<file path="src/rtl/sipo_pkg.sv">
// Shared definitions for the serial-in/parallel-out deserialiser.
//   SIPO_MSB_FIRST / SIPO_LSB_FIRST : bit-order selectors for the MSB_FIRST parameter
//   sipo_cw(width)                  : width of the bit counter for a given word width
package sipo_pkg;

  localparam bit SIPO_MSB_FIRST = 1'b1;
  localparam bit SIPO_LSB_FIRST = 1'b0;

  function automatic int sipo_cw(input int width);
    return (width < 2) ? 1 : $clog2(width);
  endfunction

endpackage

</file>
<file path="src/rtl/sipo_shift_core.sv">
// Shift register and bit counter of the deserialiser.
// Ports:
//   clk        : rising-edge clock
//   reset_b    : synchronous reset, active-high
//   serial_in  : serial data bit, taken when in_valid=1
//   in_valid   : serial_in is valid this cycle
//   word       : shifted value including the current bit (meaningful when word_done=1)
//   word_done  : the bit taken this cycle completes a word
//   bit_count  : bits held in the current partial word (0..WIDTH-1)
module sipo_shift_core
  import sipo_pkg::*;
#(
  parameter int WIDTH     = 8,
  parameter bit MSB_FIRST = SIPO_MSB_FIRST,
  parameter int CW        = sipo_cw(WIDTH)
) (
  input  logic             clk,
  input  logic             reset_b,
  input  logic             serial_in,
  input  logic             in_valid,
  output logic [WIDTH-1:0] word,
  output logic             word_done,
  output logic [CW-1:0]    bit_count
);

  logic [WIDTH-1:0] sr;
  logic [WIDTH-1:0] sr_next;
  logic             last_bit;

  always_comb begin
    sr_next = sr;
    if (in_valid) begin
      if (MSB_FIRST == SIPO_MSB_FIRST) begin
        sr_next = {sr[WIDTH-2:0], serial_in};
      end else begin
        sr_next = {serial_in, sr[WIDTH-1:1]};
      end
    end
  end

  assign last_bit  = (bit_count == CW'(WIDTH - 1));
  assign word_done = in_valid & last_bit;
  // The completed word must include the bit arriving this cycle, so it is
  // taken from the combinational next value rather than the register.
  assign word      = sr_next;

  always_ff @(posedge clk) begin
    if (reset_b) begin
      sr        <= '0;
      bit_count <= '0;
    end else begin
      sr <= sr_next;
      if (in_valid) begin
        bit_count <= last_bit ? '0 : bit_count + CW'(1);
      end
    end
  end

endmodule

</file>
<file path="src/rtl/sipo_deser.sv">
// Parametrised serial-in/parallel-out deserialiser with a one-word holding
// register, valid/ready output handshake and a sticky overrun flag. The serial
// side never stalls; a word completing while the holding register is still
// occupied (and not being consumed) is dropped and flagged.
// Ports:
//   clk         : rising-edge clock
//   reset_b     : synchronous reset, active-high despite the suffix
//   serial_in   : serial data bit, sampled when in_valid=1
//   in_valid    : serial_in carries a valid bit
//   out_ready   : consumer accepts data_out this cycle
//   clr_overrun : single-cycle clear of overrun
//   data_out    : holding register (assembled word)
//   out_valid   : data_out holds an unconsumed word
//   overrun     : sticky, a completed word was dropped
//   bit_count   : bits accepted into the current partial word
module sipo_deser
  import sipo_pkg::*;
#(
  parameter int WIDTH     = 8,
  parameter bit MSB_FIRST = SIPO_MSB_FIRST,
  parameter int CW        = sipo_cw(WIDTH)
) (
  input  logic             clk,
  input  logic             reset_b,
  input  logic             serial_in,
  input  logic             in_valid,
  input  logic             out_ready,
  input  logic             clr_overrun,
  output logic [WIDTH-1:0] data_out,
  output logic             out_valid,
  output logic             overrun,
  output logic [CW-1:0]    bit_count
);

  logic [WIDTH-1:0] word;
  logic             word_done;
  logic             consume;
  logic             can_load;
  logic             drop;

  sipo_shift_core #(
    .WIDTH     (WIDTH),
    .MSB_FIRST (MSB_FIRST),
    .CW        (CW)
  ) u_core (
    .clk       (clk),
    .reset_b   (reset_b),
    .serial_in (serial_in),
    .in_valid  (in_valid),
    .word      (word),
    .word_done (word_done),
    .bit_count (bit_count)
  );

  assign consume  = out_valid & out_ready;
  // The holding register can take a new word if empty or emptied this edge.
  assign can_load = ~out_valid | out_ready;
  assign drop     = word_done & ~can_load;

  always_ff @(posedge clk) begin
    if (reset_b) begin
      data_out  <= '0;
      out_valid <= 1'b0;
      overrun   <= 1'b0;
    end else begin
      if (word_done && can_load) begin
        data_out  <= word;
        out_valid <= 1'b1;
      end else if (consume) begin
        out_valid <= 1'b0;
      end
      // A new drop outranks a coincident clear.
      if (drop) begin
        overrun <= 1'b1;
      end else if (clr_overrun) begin
        overrun <= 1'b0;
      end
    end
  end

endmodule

</file>
<file path="config.mk">
export PLATFORM = sky130hd
export DESIGN_NAME = sipo_deser
export DESIGN_NICKNAME = d
export VERILOG_FILES = /design/src/rtl/sipo_pkg.sv /design/src/rtl/sipo_shift_core.sv /design/src/rtl/sipo_deser.sv
export SDC_FILE = /design/constraint.sdc
export NUM_CORES = 1
export LEC_CHECK = 0
export ABC_AREA = 1
export BUFFER_PORTS_ARGS = -buffer_cell sky130_fd_sc_hd__buf_2
export CORE_MARGIN = 2
export CORE_UTILIZATION = 40
export DETAILED_ROUTE_END_ITERATION = 8
export PLACE_DENSITY_LB_ADDON = 0.12
export SLEW_MARGIN = 20
export SYNTH_ARGS = -nofsm -noshare
export SYNTH_HDL_FRONTEND = slang
export SYNTH_SLANG_ARGS = --single-unit
</file>
<file path="constraint.sdc">
create_clock -name clk -period 3.74 [get_ports clk]
set_clock_uncertainty 0.05 [all_clocks]
set_input_delay 0.187 -clock clk [delete_from_list [all_inputs] [get_ports clk]]
set_output_delay 0.187 -clock clk [all_outputs]
set_load 0.1 [all_outputs]
</file>
==> impl_results.md, run 1 <==
- CP arrival: approximately 1.7 ns
- Sequential-to-total area share from yosys stat: between 40% and 50%
- Clock share of power: 25.9%
- Routed wl met2: 612 um
- Synthesis-stage register bit count: 21
- Die width: 50.1 um
- DRT met1 WL: 750 um
- Psw: about 0.12 mW
- Initial antenna violation count: 0
- Max Slew Vio Count: 0
- Hpwl dp: roughly 1.0 mm
- Overflow after GRT: 0
- Uppermost layer routed: met3
- CTS tree: built
- CP endpoint kind: register
- Comb pwr share: ~16%
- Worst-path clk slew: ~0.11 ns
- Synthesized instance count: ~120
- Syn_nets: 130
- Fin crit share: a little over two fifths
- Ant. Diodes: 0
- Drt drc: 0
- GP Congestion: 0.699
- Slew headroom: 67.8%
- Final ANT Viol Nets: 0
- Clk_lat worst skew: 0.29 ns
- Reg power frac: 58.0%
- Synth Cell Area: about 850 um^2
- Via density: 4.21
- Critical path class: reg -> reg
- Via count of the first global-routing pass: 658
- All-Layer GR Usage: 13.7%
- Switch share: 29.0%
- P_leak: between 0.5 and 0.6 nW
- I/O Buffers: 18
- Syn. warnings: 0
- Fmax: approximately 640 MHz
- Syn Area/Cell: 6.96 um^2
- Post-Route WL: 1.42 mm
- Setup-failing EPs final: 0
- Maximum vdd drop: 0.224 mV
- Most frequent cells in the layout: nand2_1, nor2_1, dfxtp_1
- Cts hold-fix bufs: 0
- Share of cells above drive strength 1: 15.6%
- Routed via count: 707
- Post-synth cell types: 14
- Initial Util: a little over two fifths
- NumNets Final: 150
- Outcome: finished clean
- Area grow syn2layout: 15.3%
- Fin. Hold Viols: 0
- Met3 wire length: between 60 and 70 um
- Worst Tran Pin Value: 0.486 ns
- CP Data Required Time: just under 4 ns
- Placement Rows: 16
- Setup Buffers After CTS: 0
- Core ar.: 1980 um^2
- RSZ-0062 raised after global routing: no
- WL/cell: 8.48 um
- Post-CTS sizing: 0
- Die height: 50.1 um
- Clk sinks: 21
- TNS Setup: 0 ns
- Max_cap viols: 0
- CTS Buf Count: 3
- First-pass GRT wire length: 2.64 mm
- Min cycle time layout: 1.56 ns
- Filler cells: 223
- Crit path max fanout: 16
- Clock Tree Buf Depth: 2
- Die Area: approximately 2500 um^2
- Min-delay worst type: in -> reg
- Post-route cell area: ~980 um^2
- DR pass1 iterations: 4
- H-Tree Depth: 1
- Ports: 19
- Design internal power: between 0.2 and 0.3 mW
- 1st-iter DRT viols: 10
- CP Launch Type: register
- Largest net degree at the start of global routing: 17
- Root Buffer: clkbuf_4
- Most common cell after layout, fill and taps aside: nand2_1
- Placed cell area: 953 um^2
- Power Density: ~420 nW/um^2
-- critical path: stages, from the launching register on --
cell,delay [ns]
dfxtp_1,0.40
ha_1,0.17
ha_1,0.16
nand2_1,0.10
a21oi_4,0.36
nand2_1,0.10
nand2_1,0.08
nor2_1,0.04
-- area by class of cell --
type | count | area, um^2 | area share, %
inverters | 16 | 60.1 | 6.13
multi-input cells | 82 | 349 | 35.6
repair buffers | 18 | 90.1 | 9.20
flip-flops and latches | 21 | 420 | 42.9
clock buffers | 4 | 26.3 | 2.68
well taps | 27 | 33.8 | 3.45
-- layer usage --
layer | vias to the layer above | global-route usage, %
met5 | - | 0
met4 | 0 | 5.56
met3 | 0 | 3.64
met2 | 12 | 22.6
met1 | 298 | 16.6
li1 | 397 | -
-- logic make-up after synthesis --
logic type	Yosys count	synth area share, %
buffers and inverters	19	9.42
DFF	21	49.5
and+or+nand+nor	74	32.8
AOI/OAI and AO/OA	5	4.27
adders and majority gates	2	2.95
xor gates and xnor gates	1	1.03
-- path summary, 6_finish.rpt --
check	start	end	slack, ns	cells after the start
worst max-delay path	u_core.bit_count[0]	data_out[7]	2.18	7
worst max register to register	u_core.bit_count[0]	data_out[7]	2.18	7
worst min register to register	overrun	overrun	0.42	2
worst min-delay path	clr_overrun	overrun	0.08	4
-- flip-flops by register name (all words and copies together), names as in the netlist --
name / count
u_core.sr: 8
out_valid: 1
data_out: 8
u_core.bit_count: 3
overrun: 1
-- synth_stat cells --
cell	n	area share, %
nor2_1	30	13
xnor2_1	1	1.0
dfxtp_1	21	49
a21oi_4	1	1.9
ha_1	2	2.9
a21oi_1	2	1.2
clkbuf_1	1	0.44
buf_6	1	1.3
nor3_1	1	0.59
o21ai_0	2	1.2
buf_2	1	0.59
nand2_1	43	19
inv_1	14	6.2
clkinv_1	2	0.88
-- power by group through the flow --
| stage | Clock, mW | Sequential, mW | Combinational (mW) |
|---|---|---|---|
| final | 0.106 | 0.237 | 0.0658 |
| after global routing | 0.122 | 0.238 | 0.0734 |
| after CTS | 0.112 | 0.237 | 0.0669 |
| after detailed placement | 0 | 0.242 | 0.0666 |
| after global placement | 0 | 0.241 | 0.0660 |
| after floorplan | 0 | 0.267 | 0.0286 |
-- stage by stage --
step / util, % / total power [mW] / std cells / hold slack [ns] / setup slack (ns)
2_1_floorplan: - / 0.296 / 122 / 0.214 / 1.62
3_3_place_gp: 48.1 / 0.307 / 164 / 0.389 / 2.28
3_5_place_dp: 48.1 / 0.308 / 164 / 0.397 / 2.21
4_1_cts: 49.4 / 0.416 / 168 / 0.0674 / 2.18
5_1_grt: 49.4 / 0.433 / 168 / 0.113 / 2.02
6_report: 49.4 / 0.408 / 168 / 0.0780 / 2.18
Power figures use the tool's default switching activity.
==> inputs of run 2 (changes only) <==
--- a/config.mk
+++ b/config.mk
@@ -5,7 +5,7 @@
 export SDC_FILE = /design/constraint.sdc
 export NUM_CORES = 1
 export LEC_CHECK = 0
-export ABC_AREA = 1
+export ABC_AREA = 0
 export BUFFER_PORTS_ARGS = -buffer_cell sky130_fd_sc_hd__buf_2
 export CORE_MARGIN = 2
 export CORE_UTILIZATION = 40
==> constraint.sdc (replaced) <==
create_clock -name clk -period 1.5 [get_ports clk]
set_clock_uncertainty 0.05 [all_clocks]
set_input_delay 0.075 -clock clk [delete_from_list [all_inputs] [get_ports clk]]
set_output_delay 0.075 -clock clk [all_outputs]
set_load 0.1 [all_outputs]
==> impl_results.md, run 2 <==
- Util after Layout: 50.7% (+1.2 points)
- Worst path slowest cell: or3_1
- Worst Tran Pin Value: 0.486 ns (+0.000152 ns)
- First-pass GRT wire length: 2.37 mm (-10%)
- Power Density: 928 nW/um^2 (+120%)
- Comb pwr share: 8.9% (-7.2 points)
- Drt drc: 0 (unchanged)
- Setup-failing EPs final: 0 (unchanged)
- GP Congestion: 0.735 (+5.2%)
- Syn_nets: 92 (-29%)
- Placed cell area: 945 um^2 (-0.92%)
- Final ANT Viol Nets: 0 (unchanged)
- Min cycle time layout: 1.41 ns (-0.146 ns)
- Overflow after GRT: 0 (unchanged)
- Registers with the most flip-flops: data_out x8, u_core.sr x8, u_core.bit_count x3
- CP max stage delay: 0.40 ns (about the same)
- CP Data Required Time: 1.67 ns (-2.22 ns)
- Min-delay worst type: in -> reg
- Syn Area/Cell: 9.52 um^2 (+37%)
- Max_cap viols: 0 (unchanged)
- 1st-iter DRT viols: 10 (unchanged)
- Share of cells above drive strength 1: 28.7% (+13 points)
- Routed via count: 631 (-11%)
- TNS Setup: 0 ns (unchanged)
- Psw: 0.217 mW (+83%)
- Die width: 48.7 um (-2.8%)
- Hpwl dp: 1.02 mm (+1.4%)
- Via density: 4.93 (+17%)
- Initial Util: 41.6% (-1.3 points)
- CP Launch Type: register
- Clock share of power: 28.2% (+2.3 points)
- Ports: 19 (unchanged)
- Largest net degree at the start of global routing: 22 (+5)
- Cell taking the most area after synthesis: dfxtp_1
- Setup Buffers After CTS: 0 (unchanged)
- Root Buffer: clkbuf_4
- Critical path class: reg -> reg
- Initial antenna violation count: 0 (unchanged)
- WL/cell: 11.2 um (+32%)
- Outcome: finished clean
- Synth top area share: 52.6% (+3.1 points)
- Cts hold-fix bufs: 0 (unchanged)
- Design internal power: 0.686 mW (+140%)
- Post-Route WL: 1.44 mm (+0.77%)
- Sequential-to-total area share from yosys stat: 52.6% (+3.1 points)
- Clock Tree Buf Depth: 2 (unchanged)
- I/O Buffers: 18 (unchanged)
- Post-synth EDFFs: 0 (unchanged)
- Top-count cell post-synth: dfxtp_1
- Switch share: 24.0% (-5.0 points)
- Fin crit share: 94.1% (+52 points)
- Maximum vdd drop: 0.474 mV (+110%)
- Slew headroom: 67.8% (about the same)
- CP arrival: 1.58 ns (-0.13 ns)
- Post-route cell area: 973 um^2 (-0.64%)
- Fmax: 709 MHz (+10%)
- NumNets Final: 110 (-27%)
- Syn. warnings: 0 (unchanged)
- Area grow syn2layout: 21.8%
- Primary FF master, synth: dfxtp_1
- Power Total: 0.903 mW (+120%)
- CP endpoint kind: register
- Post-synth cell types: 16 (+2)
- Via count of the first global-routing pass: 536 (-19%)
- Max Slew Vio Count: 0 (unchanged)
- Worst-path clk slew: 0.11 ns (about the same)
- Fin. Hold Viols: 0 (unchanged)
- H-Tree Depth: 1 (unchanged)
- Synth area leaders: dfxtp_1, mux2i_1, a21oi_1
- Clk_lat worst skew: 0.29 ns (about the same)
- CP Cell Sequence: ha_4 -> ha_4 -> nand2_4 -> or3_1 -> a21oi_1
- Reg power frac: 62.8% (+4.8 points)
- Most used cell, CP: ha_4
- Post-Layout Cell Count: 128 (-24%)
- Die height: 48.7 um (-2.8%)
- Ant. Diodes: 0 (unchanged)
- Most frequent cells in the layout: buf_2, dfxtp_1, a21oi_1, nor2_1, mux2i_1
- Die Area: 2370 um^2 (-5.4%)
- Crit path max fanout: 18 (+2)
- Core ar.: 1920 um^2 (-3.0%)
- CTS Buf Count: 3 (unchanged)
- DR pass1 iterations: 4 (unchanged)
- All-Layer GR Usage: 13.0% (-0.68 points)
- RSZ-0062 raised after global routing: no
- Synthesis-stage register bit count: 21 (unchanged)
- Placement Rows: 16 (unchanged)
- Top cells by count, synth: dfxtp_1, a21oi_1, nor2_1, mux2i_1
- Clk sinks: 21 (unchanged)
- P_leak: 0.416 nW (-19%)
- Synth Cell Area: 800 um^2 (-5.9%)
- Placed cell count: 124 (-24%)
- Synthesized instance count: 84 (-31%)
- Most common cell after layout, fill and taps aside: buf_2
- CTS tree: built
- Post-synth ARST share: 0% (unchanged)
-- run 2: worst paths after layout --
check                           depth (start not counted)      endpoint  slack, ns                 from
worst max register to register                          5   data_out[3]       0.09  u_core.bit_count[0]
worst max-delay path                                    5   data_out[3]       0.09  u_core.bit_count[0]
worst min register to register                          2   data_out[1]       0.43          data_out[1]
worst min-delay path                                    3  u_core.sr[0]      0.009            serial_in
-- run 2: worst max-delay path: cells and delay by family, from the launching register on --
kind / cells / cell delay [ns]
and+or+nand+nor: 2 / 0.50
DFF: 1 / 0.38
adders and majority gates: 2 / 0.27
AOI/OAI and AO/OA: 1 / 0.14
-- run 2: final cells by class --
cell class              count  area, um^2
well taps                  27        33.8
fillers                   196         948
flip-flops and latches     21         435
repair buffers             18        90.1
clock buffers               4        26.3
inverters                   2        7.51
multi-input cells          56         380
-- run 2: what timing repair did --
action	4_1_cts	5_1_grt
resized for setup	0	1
endpoints found under the setup margin	0	8
endpoints found under the hold margin	0	0
-- run 2: per-stage QoR --
stage                     setup slack, ns  hold slack [ns]
after floorplan                   0.00901           0.0941
after global placement              0.135            0.319
after detailed placement           0.0753            0.319
after CTS                          0.0615          0.00234
after global routing               0.0296           0.0294
final                              0.0890          0.00904
-- run 2: cells by family after synthesis --
group | synth area share, %
simple gates | 15.8
flops | 52.6
compound gates | 13.0
mux | 11.3
buf+inv | 4.23
fa+ha+maj | 3.13
-- run 2: metal layers --
layer / up-vias / global-route usage, % / wire length (um)
met5: - / 0 / 0
met4: 0 / 7.14 / 14
met3: 2 / 2.78 / 81
met2: 17 / 16.9 / 616
met1: 282 / 19.6 / 722
li1: 330 / - / -
-- run 2: power by group through the flow --
stage / Clock (mW) / Combinational (mW) / Sequential (mW)
global route: 0.297 / 0.0893 / 0.569
global placement: 0 / 0.0813 / 0.580
floorplan: 0 / 0.0335 / 0.610
finish: 0.255 / 0.0808 / 0.567
detailed placement: 0 / 0.0811 / 0.580
CTS: 0.275 / 0.0812 / 0.568
==> inputs of run 3 (changes only) <==
--- a/config.mk
+++ b/config.mk
@@ -11,7 +11,7 @@
 export CORE_UTILIZATION = 40
 export DETAILED_ROUTE_END_ITERATION = 8
 export PLACE_DENSITY_LB_ADDON = 0.12
-export SLEW_MARGIN = 20
 export SYNTH_ARGS = -nofsm -noshare
 export SYNTH_HDL_FRONTEND = slang
+export SYNTH_HIERARCHICAL = 1
 export SYNTH_SLANG_ARGS = --single-unit
==> impl_results.md, run 3 <==
- Critical path class: reg -> reg
- Multi-input gate area in the final layout: 480 um^2 (+26%)
- Reg power frac: 61.3% (-1.5 points)
- Comb pwr share: 9.9% (+1.0 points)
- Worst Tran Pin Value: 0.485 ns (-0.000571 ns)
- Most common cell after layout, fill and taps aside: buf_2
- Worst Setup SP: u_core/bit_count[1]
- Maximum vdd drop: 0.538 mV (+14%)
- Cell taking the most area after synthesis: dfxtp_1
- Min-delay worst type: in -> reg
- Synth top area share: 46.7% (-5.9 points)
- Crit path max fanout: 8 (-10)
- Post-synth EDFFs: 0 (unchanged)
- Area grow syn2layout: 21.4%
- 1st-iter DRT viols: 6 (-4)
- Crit path buf inv count: 1 (+1)
- CP endpoint kind: register
- Psw: 0.229 mW (+5.7%)
- RR Startpoint: u_core/bit_count[1]
- CTS Buf Count: 3 (unchanged)
- I/O Buffers: 18 (unchanged)
- CP Launch Type: register
- Final ANT Viol Nets: 0 (unchanged)
- Initial Util: 41.5% (-0.14 points)
- Storage cell area: 433 um^2 (-0.57%)
- GP Congestion: 0.600 (-18%)
- Most used cell, CP: ha_4
- Clock share of power: 28.8% (+0.6 points)
- Min cycle time layout: 1.37 ns (-0.0422 ns)
- Critical path depth: 6 (+1)
- RR Endpoint: data_out[6]
- Share of cells above drive strength 1: 40.2% (+11 points)
- Outcome: finished clean
- Post-synth cell types: 16 (unchanged)
- Post-Route WL: 1.38 mm (-3.9%)
- Placed cell area: 1050 um^2 (+11%)
- CP arrival: 1.55 ns (-0.03 ns)
- DR pass1 iterations: 2 (-2)
- Core ar.: 2170 um^2 (+13%)
- Fin. Hold Viols: 0 (unchanged)
- Setup-failing EPs final: 0 (unchanged)
- Registers with the most flip-flops: data_out x8, u_core/sr x8, u_core/bit_count x3
- Post-CTS sizing: 0 (unchanged)
- Post-route cell area: 1090 um^2 (+12%)
- Die height: 51.4 um (+5.6%)
- RSZ-0062 raised after global routing: no
- Largest net degree at the start of global routing: 30 (+36%)
- Ant. Diodes: 0 (unchanged)
- Post-Layout Cell Count: 130 (+1.6%)
- Setup Buffers After CTS: 0 (unchanged)
- Synth Cell Area: 900 um^2 (+13%)
- Via density: 4.55 (-7.8%)
- Routed via count: 591 (-6.3%)
- Syn Area/Cell: 11.0 um^2 (+15%)
- CP Cell Sequence: ha_4 -> ha_4 -> and2_4 -> nor2b_4 -> buf_12 -> mux2i_1
- Hpwl dp: 944 um (-7.8%)
- CP Data Required Time: 1.68 ns (about the same)
- Initial antenna violation count: 0 (unchanged)
- WL/cell: 10.6 um (-5.4%)
- Clk_lat worst skew: 0.30 ns (about the same)
- Critical path's top delay family: flip-flops
- Synth area leaders: dfxtp_1, nand2b_1, mux2i_1
- Placed cell count: 125 (+0.81%)
- Most frequent cells in the layout: buf_2, nand2b_1, dfxtp_1
- Die width: 51.4 um (+5.6%)
- Worst-path clk slew: 0.11 ns (about the same)
- CTS tree: built
- Clock Tree Buf Depth: 2 (unchanged)
- Syn_nets: 90 (-2.2%)
- Filler cells: 220 (+12%)
- All-Layer GR Usage: 12.0% (-0.96 points)
- Switch share: 24.7% (+0.67 points)
- Drt drc: 0 (unchanged)
- Fmax: 731 MHz (+3.1%)
- Power Total: 0.929 mW (+2.9%)
- Max_cap viols: 0 (unchanged)
- Top cells by count, synth: dfxtp_1, nand2b_1, mux2i_1, nor2b_1, mux2_2
- Root Buffer: clkbuf_4
- Slew headroom: 67.9% (about the same)
- Ports: 19 (unchanged)
- R2R Setup Slk: 0.13 ns (+0.04 ns)
- Synthesis-stage register bit count: 21 (unchanged)
- Design internal power: 0.700 mW (+2.0%)
- Synthesized instance count: 82 (-2.4%)
- CP max stage delay: 0.38 ns (-0.02 ns)
- Worst path slowest cell: dfxtp_4
- Sequential-to-total area share from yosys stat: 46.7% (-5.9 points)
- Max Slew Vio Count: 0 (unchanged)
- Clk sinks: 21 (unchanged)
- Via count of the first global-routing pass: 564 (+5.2%)
- Overflow after GRT: 0 (unchanged)
- Top-count cell post-synth: dfxtp_1
- Power Density: 851 nW/um^2 (-8.3%)
- Post-synth ARST share: 0% (unchanged)
- R2R cell count: 6 (+1)
- NumNets Final: 111 (+0.91%)
- Placement Rows: 17 (+1)
- Cts hold-fix bufs: 0 (unchanged)
- Primary FF master, synth: dfxtp_1
- First-pass GRT wire length: 2.32 mm (-2.3%)
- H-Tree Depth: 1 (unchanged)
- Fin crit share: 91.3% (-2.8 points)
- Worst Setup EP: data_out[6]
- P_leak: 0.444 nW (+6.7%)
- Syn. warnings: 6 (+6)
- Die Area: 2640 um^2 (+11%)
run 3: cells by family after synthesis:
group,after synthesis,share of synthesized area (%)
multiplexers,18,21.1
AO/OA/AOI/OAI,2,1.53
AND/OR/NAND/NOR,35,24.3
flip-flops,21,46.7
buffers and inverters,4,3.48
adder cells (fa/ha/maj),2,2.78
run 3: cell type report:
class | instances | share of cell area (%)
clock buffer | 4 | 2.41
multi-input combinational | 57 | 44.0
sequential | 21 | 39.6
tap | 28 | 3.21
timing repair buffer | 20 | 10.8
run 3: metal layers:
layer  part of all wire (%)  GRT usage [%]
met5                      0              0
met4                    1.4           6.58
met3                    4.6           3.51
met2                     48           20.7
met1                     46           13.1
run 3: worst min path at each step:
stage	cells after the start	to	slack, ns	start
floorplan	1	u_core/sr[7]	0.1	reset_b
global placement	4	out_valid	0.34	out_ready
detailed placement	4	out_valid	0.34	out_ready
CTS	4	out_valid	0.002	out_ready
global route	4	out_valid	0.04	out_ready
finish	4	out_valid	0.02	out_ready
run 3: power groups by stage:
stage / clock network, mW / logic [mW] / registers, mW
2_1_floorplan: 0 / 0.0425 / 0.614
3_3_place_gp: 0 / 0.0934 / 0.582
3_5_place_dp: 0 / 0.0934 / 0.583
4_1_cts: 0.285 / 0.0936 / 0.570
5_1_grt: 0.297 / 0.100 / 0.571
6_report: 0.267 / 0.0921 / 0.570
run 3: through the flow:
step / setup TNS [ns] / utilization (%) / setup WS [ns] / hold WS [ns]
floorplan: -0.0551 / - / -0.00688 / 0.0966
global placement: 0 / 48.2 / 0.0926 / 0.338
detailed placement: 0 / 48.2 / 0.0625 / 0.340
CTS: 0 / 49.4 / 0.0418 / 0.00167
global route: 0 / 50.3 / 0.0743 / 0.0381
finish: 0 / 50.3 / 0.131 / 0.0222
run 3: tightest hold or removal path, cell delays in order:
cell and delay, ns:
buf_2 0.10, nor2b_4 0.05, nor2_1 0.08, nor2_1 0.04
